**config.mk**
```make
export PLATFORM = sky130hd
export DESIGN_NAME = bcd_display_scanner
export DESIGN_NICKNAME = d
export VERILOG_FILES = /design/src/rtl/bcd_display_scanner.sv
export SDC_FILE = /design/constraint.sdc
export NUM_CORES = 1
export LEC_CHECK = 0
export CAP_MARGIN = 25
export CORE_UTILIZATION = 25
export DETAILED_ROUTE_END_ITERATION = 8
export HOLD_SLACK_MARGIN = 0.05
export SLEW_MARGIN = 20
export SYNTH_ARGS = -nofsm -noshare
export SYNTH_HDL_FRONTEND = slang
export SYNTH_SLANG_ARGS = --single-unit
```
**constraint.sdc**
```tcl
create_clock -name clk -period 2.7 [get_ports clk]
set_input_delay 0.54 -clock clk [delete_from_list [all_inputs] [get_ports clk]]
set_output_delay 0.54 -clock clk [all_outputs]
set_load 0.02 [all_outputs]
```
**src/rtl/bcd_display_scanner.sv**
```systemverilog
// bcd_display_scanner
// Time-multiplexes a packed BCD value, one nibble per digit slot, onto a shared
// 7-segment decoder. Each slot begins with a blank gap to prevent ghosting.
// A new value arrives through a one-deep valid/ready buffer. It moves into the
// display register only at a frame boundary, so a frame never shows a mix of
// two values.
// Optional feature: define LEADING_ZERO_BLANK_EN to blank leading zero digits
// (digit 0 always shows).
// All outputs are registered. They are loaded from the next-state decode, so
// they line up cycle-for-cycle with the state they describe.
module bcd_display_scanner #(
  parameter int DIGITS = 4,
  parameter int DWELL  = 1000,
  parameter int BLANK  = 16
) (
  input  logic                  clk,
  input  logic                  rst_n,
  input  logic                  in_valid,
  output logic                  in_ready,
  input  logic [4*DIGITS-1:0]   in_bcd,
  output logic [3:0]            bcd_out,
  output logic [DIGITS-1:0]     dig_en,
  output logic                  frame_start
);

  localparam int CW = $clog2(DWELL);
  localparam int IW = (DIGITS > 1) ? $clog2(DIGITS) : 1;
  localparam logic [CW-1:0] CNT_LAST  = CW'(DWELL - 1);
  localparam logic [CW-1:0] CNT_BLANK = CW'(BLANK);
  localparam logic [IW-1:0] IDX_LAST  = IW'(DIGITS - 1);

  // Registered state
  logic [CW-1:0]         cnt;
  logic [IW-1:0]         idx;
  logic [4*DIGITS-1:0]   disp;
  logic [4*DIGITS-1:0]   pend;
  logic                  pend_full;

  // Next-state values
  logic [CW-1:0]         cnt_nxt;
  logic [IW-1:0]         idx_nxt;
  logic [4*DIGITS-1:0]   disp_nxt;
  logic [4*DIGITS-1:0]   pend_nxt;
  logic                  pend_full_nxt;
  logic                  slot_end;
  logic                  frame_end;

  // Next-cycle output values
  logic                  blank_lz;
  logic                  show_nxt;
  logic [3:0]            bcd_nxt;
  logic [DIGITS-1:0]     dig_en_nxt;
  logic                  frame_nxt;
  logic                  ready_nxt;

  // Select nibble 'sel' of a packed BCD word
  function automatic logic [3:0] nibble_at(input logic [4*DIGITS-1:0] val,
                                           input logic [IW-1:0] sel);
    logic [3:0] nib;
    nib = 4'h0;
    for (int k = 0; k < DIGITS; k++) begin
      if (sel == IW'(k)) begin
        nib = val[4*k +: 4];
      end else begin
        nib = nib;
      end
    end
    return nib;
  endfunction

`ifdef LEADING_ZERO_BLANK_EN
  // True when digit 'sel' (sel > 0) and every more significant digit are zero
  function automatic logic lead_zero(input logic [4*DIGITS-1:0] val,
                                     input logic [IW-1:0] sel);
    logic run;
    logic hit;
    run = 1'b1;
    hit = 1'b0;
    for (int k = DIGITS - 1; k >= 1; k--) begin
      run = run & (val[4*k +: 4] == 4'h0);
      if (sel == IW'(k)) begin
        hit = run;
      end else begin
        hit = hit;
      end
    end
    return hit;
  endfunction
`endif

  // Slot/digit sequencing plus handshake capture and frame-boundary transfer
  always_comb begin
    cnt_nxt       = cnt;
    idx_nxt       = idx;
    disp_nxt      = disp;
    pend_nxt      = pend;
    pend_full_nxt = pend_full;
    slot_end      = (cnt == CNT_LAST);
    frame_end     = slot_end && (idx == IDX_LAST);

    if (slot_end) begin
      cnt_nxt = '0;
      if (idx == IDX_LAST) begin
        idx_nxt = '0;
      end else begin
        idx_nxt = idx + IW'(1);
      end
    end else begin
      cnt_nxt = cnt + CW'(1);
    end

    // Transfer and capture are exclusive: capture needs pend_full low
    if (frame_end && pend_full) begin
      disp_nxt      = pend;
      pend_full_nxt = 1'b0;
    end else if (in_valid && !pend_full) begin
      pend_nxt      = in_bcd;
      pend_full_nxt = 1'b1;
    end else begin
      pend_full_nxt = pend_full;
    end
  end

  // Decode the next cycle's outputs from the next state
  always_comb begin
`ifdef LEADING_ZERO_BLANK_EN
    blank_lz = lead_zero(disp_nxt, idx_nxt);
`else
    blank_lz = 1'b0;
`endif
    show_nxt = (cnt_nxt >= CNT_BLANK) && !blank_lz;
    if (show_nxt) begin
      bcd_nxt = nibble_at(disp_nxt, idx_nxt);
    end else begin
      bcd_nxt = 4'hF;
    end
    dig_en_nxt = '0;
    for (int k = 0; k < DIGITS; k++) begin
      dig_en_nxt[k] = show_nxt && (idx_nxt == IW'(k));
    end
    frame_nxt = (cnt_nxt == '0) && (idx_nxt == '0);
    ready_nxt = !pend_full_nxt;
  end

  // State and output registers; reset discards any pending value
  always_ff @(posedge clk or negedge rst_n) begin
    if (!rst_n) begin
      cnt         <= '0;
      idx         <= '0;
      disp        <= '0;
      pend        <= '0;
      pend_full   <= 1'b0;
      in_ready    <= 1'b1;
      bcd_out     <= 4'hF;
      dig_en      <= '0;
      frame_start <= 1'b1;
    end else begin
      cnt         <= cnt_nxt;
      idx         <= idx_nxt;
      disp        <= disp_nxt;
      pend        <= pend_nxt;
      pend_full   <= pend_full_nxt;
      in_ready    <= ready_nxt;
      bcd_out     <= bcd_nxt;
      dig_en      <= dig_en_nxt;
      frame_start <= frame_nxt;
    end
  end

endmodule
```
==> results.json <==
{
  "min_period_ns": 2.36,
  "synth_area_per_cell_um2": 12.6,
  "synthAdderAreaFrac_pct": 1.03,
  "routed_wl_um": 4840,
  "track_usage_pct": 10.7,
  "core_um2": 9330,
  "clkSinkCount": 55,
  "yosys_warnings": 0,
  "worst-path-buf-inv": 0,
  "first_global_vias": 1738,
  "finClkSkew_ns": 0.00676,
  "rows": 35,
  "syn_nets": 214,
  "die_w_um": 101,
  "yosysSeqAreaShare_pct": 56.7,
  "cts_max_path_buffers": 2,
  "synth_ff_type": "dfrtp_1",
  "start_util_pct": 26.1,
  "max_cap_violations": 0,
  "drc": 0,
  "synth_top_area_share_pct": 50.3,
  "fill_cells": 952,
  "required_ns": 2.94,
  "grt_overflow": 0,
  "wl_per_cell_um": 13.5,
  "slowest_delay_ns": 0.53,
  "synthDistinctLibCells": 52,
  "ios": 29,
  "cts_tree": "yes",
  "start_kind": "flip-flop",
  "num_antenna_cells": 0,
  "outcome": "completed",
  "avgViaCountPerCell": 4.34,
  "drive_above_1_share_pct": 23.9,
  "synth_xor_area_share_pct": 2.15,
  "areaGrowthSynthToFinish_pct": 22.9,
  "firstDrtPassIters": 4,
  "cts_root_buf": "clkbuf_8",
  "max-vdd-ir-drop_uv": 215,
  "relSlewSlack_pct": 56.5,
  "postCtsResizedCells": 0,
  "dr.first_iter.drc_count": 75,
  "antenna_found_initial": 0,
  "synth_top_area_cell": "dfrtp_1",
  "final_nets": 250,
  "cts-buffers-inserted": 5,
  "netlist_instances": 193,
  "ys_async_sr_fraction_pct": 100,
  "die_area_um2": 10200,
  "vias": 1558,
  "grt_max_degree": 34,
  "final_antenna_net_count": 0,
  "post_cts_buffers": 0,
  "port_buffers": 28,
  "hold_buffers": 1,
  "min_period_over_period_pct": 87.2,
  "setup_viol": 0,
  "critPathTopFamily": "simple AND/OR/NAND/NOR gates",
  "crit_type": "flip-flop to flip-flop",
  "worstSetupEndpointType": "flip-flop",
  "cts.clk_slew.worst_paths_ns": 0.10,
  "worstPathArrival_ns": 2.60,
  "yosys-top-cells-area": "dfrtp_1 50%, mux2_2 7.9%, dfstp_2 6.5%, mux2i_1 6.2%, inv_1 2.8%",
  "synth_compound_gate_area_share_pct": 8.26,
  "hold_class": "flip-flop to flip-flop",
  "utilization_pct": 32.1,
  "max_freq_ghz": 0.425,
  "synth_edf_count": 0,
  "power_density_nw_per_um2": 494,
  "synthSimpleGateAreaFrac_pct": 13.0,
  "yosys-top-cells-count": "49 x dfrtp_1, 18 x inv_1, 17 x mux2_2, 15 x mux2i_1, 10 x nor2_1",
  "die_y_um": 101,
  "dp_hpwl_um": 3500,
  "grt_pass1_wl_um": 8340,
  "clk_latency_ns": 0.31,
  "worstPathCellList": "nand3_2 -> or3_4 -> o32a_1 -> o22ai_2 -> nor4b_4 -> nor3b_2",
  "ctsHtreeMaxLevel": 2,
  "setup_tns_ns": 0,
  "synthMuxAreaShare_pct": 14.6,
  "leakagePower_nw": 1.35,
  "path_max_fanout": 9,
  "hold_viol_final": 0,
  "timing.final.max_slew_violations": 0,
  "syn_area_um2": 2440,
  "rsz0062_at_grt": "no",
  "gp_congestion": 0.824,
  "worst_pin_slew_ns": 0.653,
  "cpMaxStageDelayCell": "dfrtp_1",
  "synth_seq_cells": 55,
  "synth.most_common_cell": "dfrtp_1",
  "synth_top_family_by_area": "multiplexers"
}
-- report_power, final --
group	switching [mW]	leakage, nW	internal [mW]	total [mW]
sequential	0.0159	0.696	0.851	0.867
combinational	0.0248	0.600	0.0454	0.0703
clock	0.266	0.0514	0.277	0.543
total	0.306	1.35	1.17	1.48
-- sequential cells by signal, summed over array words and instances (netlist names) --
| signal | count |
|---|---|
| disp | 16 |
| pend | 16 |
| cnt | 10 |
| bcd_out | 4 |
| dig_en | 4 |
| idx | 2 |
| frame_start | 1 |
| in_ready | 1 |
| pend_full | 1 |
-- layout make-up --
class	count	area, um2	share of cell area (%)
Timing Repair Buffer	34	323	10.8
Clock inverter	2	37.5	1.25
Clock buffer	6	72.6	2.42
Inverter	18	67.6	2.25
Sequential cell	55	1380	46.2
Tap cell	129	161	5.38
Multi-Input combinational cell	115	952	31.8
-- per-layer routing --
metal / vias up / track usage [%] / share of wire, %
met4: 0 / 2.79 / 0.83
li1: 755 / - / -
met5: - / 0 / 0
met3: 6 / 3.05 / 3.5
met1: 773 / 13.4 / 47
met2: 24 / 17.9 / 49
-- path summary, 6_finish.rpt --
kind,from,depth (start not counted),to,slack [ns]
worst max-delay path,cnt[3],6,frame_start,0.34
worst min-delay path,cnt[0],1,cnt[0],0.48
worst max register to register,cnt[3],6,frame_start,0.34
worst min register to register,cnt[0],1,cnt[0],0.48
max in group asynchronous,rst_n,3,bcd_out[2],1.51
min in group asynchronous,rst_n,2,cnt[5],0.56
-- worst reg2reg max path: cells and delay by family, from the launching register on --
| kind | cells | cell delay [ns] |
|---|---|---|
| DFF | 1 | 0.53 |
| and+or+nand+nor | 4 | 1.33 |
| AOI/OAI and AO/OA | 2 | 0.43 |
-- layout by cell type (no fill, tap or decap), types with 3 or more instances in the layout --
| master | count |
|---|---|
| buf_4 | 5 |
| clkbuf_8 | 5 |
| clkdlybuf4s50_1 | 27 |
| dfrtp_1 | 49 |
| dfstp_2 | 6 |
| inv_1 | 18 |
| mux2_2 | 17 |
| mux2i_1 | 15 |
| nand2_1 | 7 |
| nand3_1 | 4 |
| nor2_1 | 10 |
| o21ai_0 | 4 |
| o22ai_1 | 7 |
| or3_1 | 3 |
| xnor2_1 | 3 |
| xor2_1 | 3 |
-- kinds of logic (layout without fill, tap and decap cells) --
group                      count (synthesis)  count (layout)
DFF                                       55              55
and+or+nand+nor                           47              47
muxes                                     33              33
AOI/OAI and AO/OA                         27              27
buffers and inverters                     23              60
xor gates and xnor gates                   6               6
adders and majority gates                  2               2
-- per-stage QoR --
| stage | setup slack, ns | power (mW) | instance area (um2) | hold WS [ns] | instances |
|---|---|---|---|---|---|
| 3_3_place_gp | 0.374 | 0.954 | 2880 | 0.345 | 350 |
| 3_5_place_dp | 0.323 | 0.956 | 2880 | 0.344 | 350 |
| 5_1_grt | 0.210 | 1.55 | 3000 | 0.510 | 359 |
| 2_1_floorplan | 0.439 | 0.902 | 2440 | 0.244 | 193 |
| 4_1_cts | 0.286 | 1.50 | 3000 | 0.484 | 359 |
| 6_report | 0.345 | 1.48 | 3000 | 0.484 | 359 |
No activity file was read; power rests on OpenSTA's default activity.
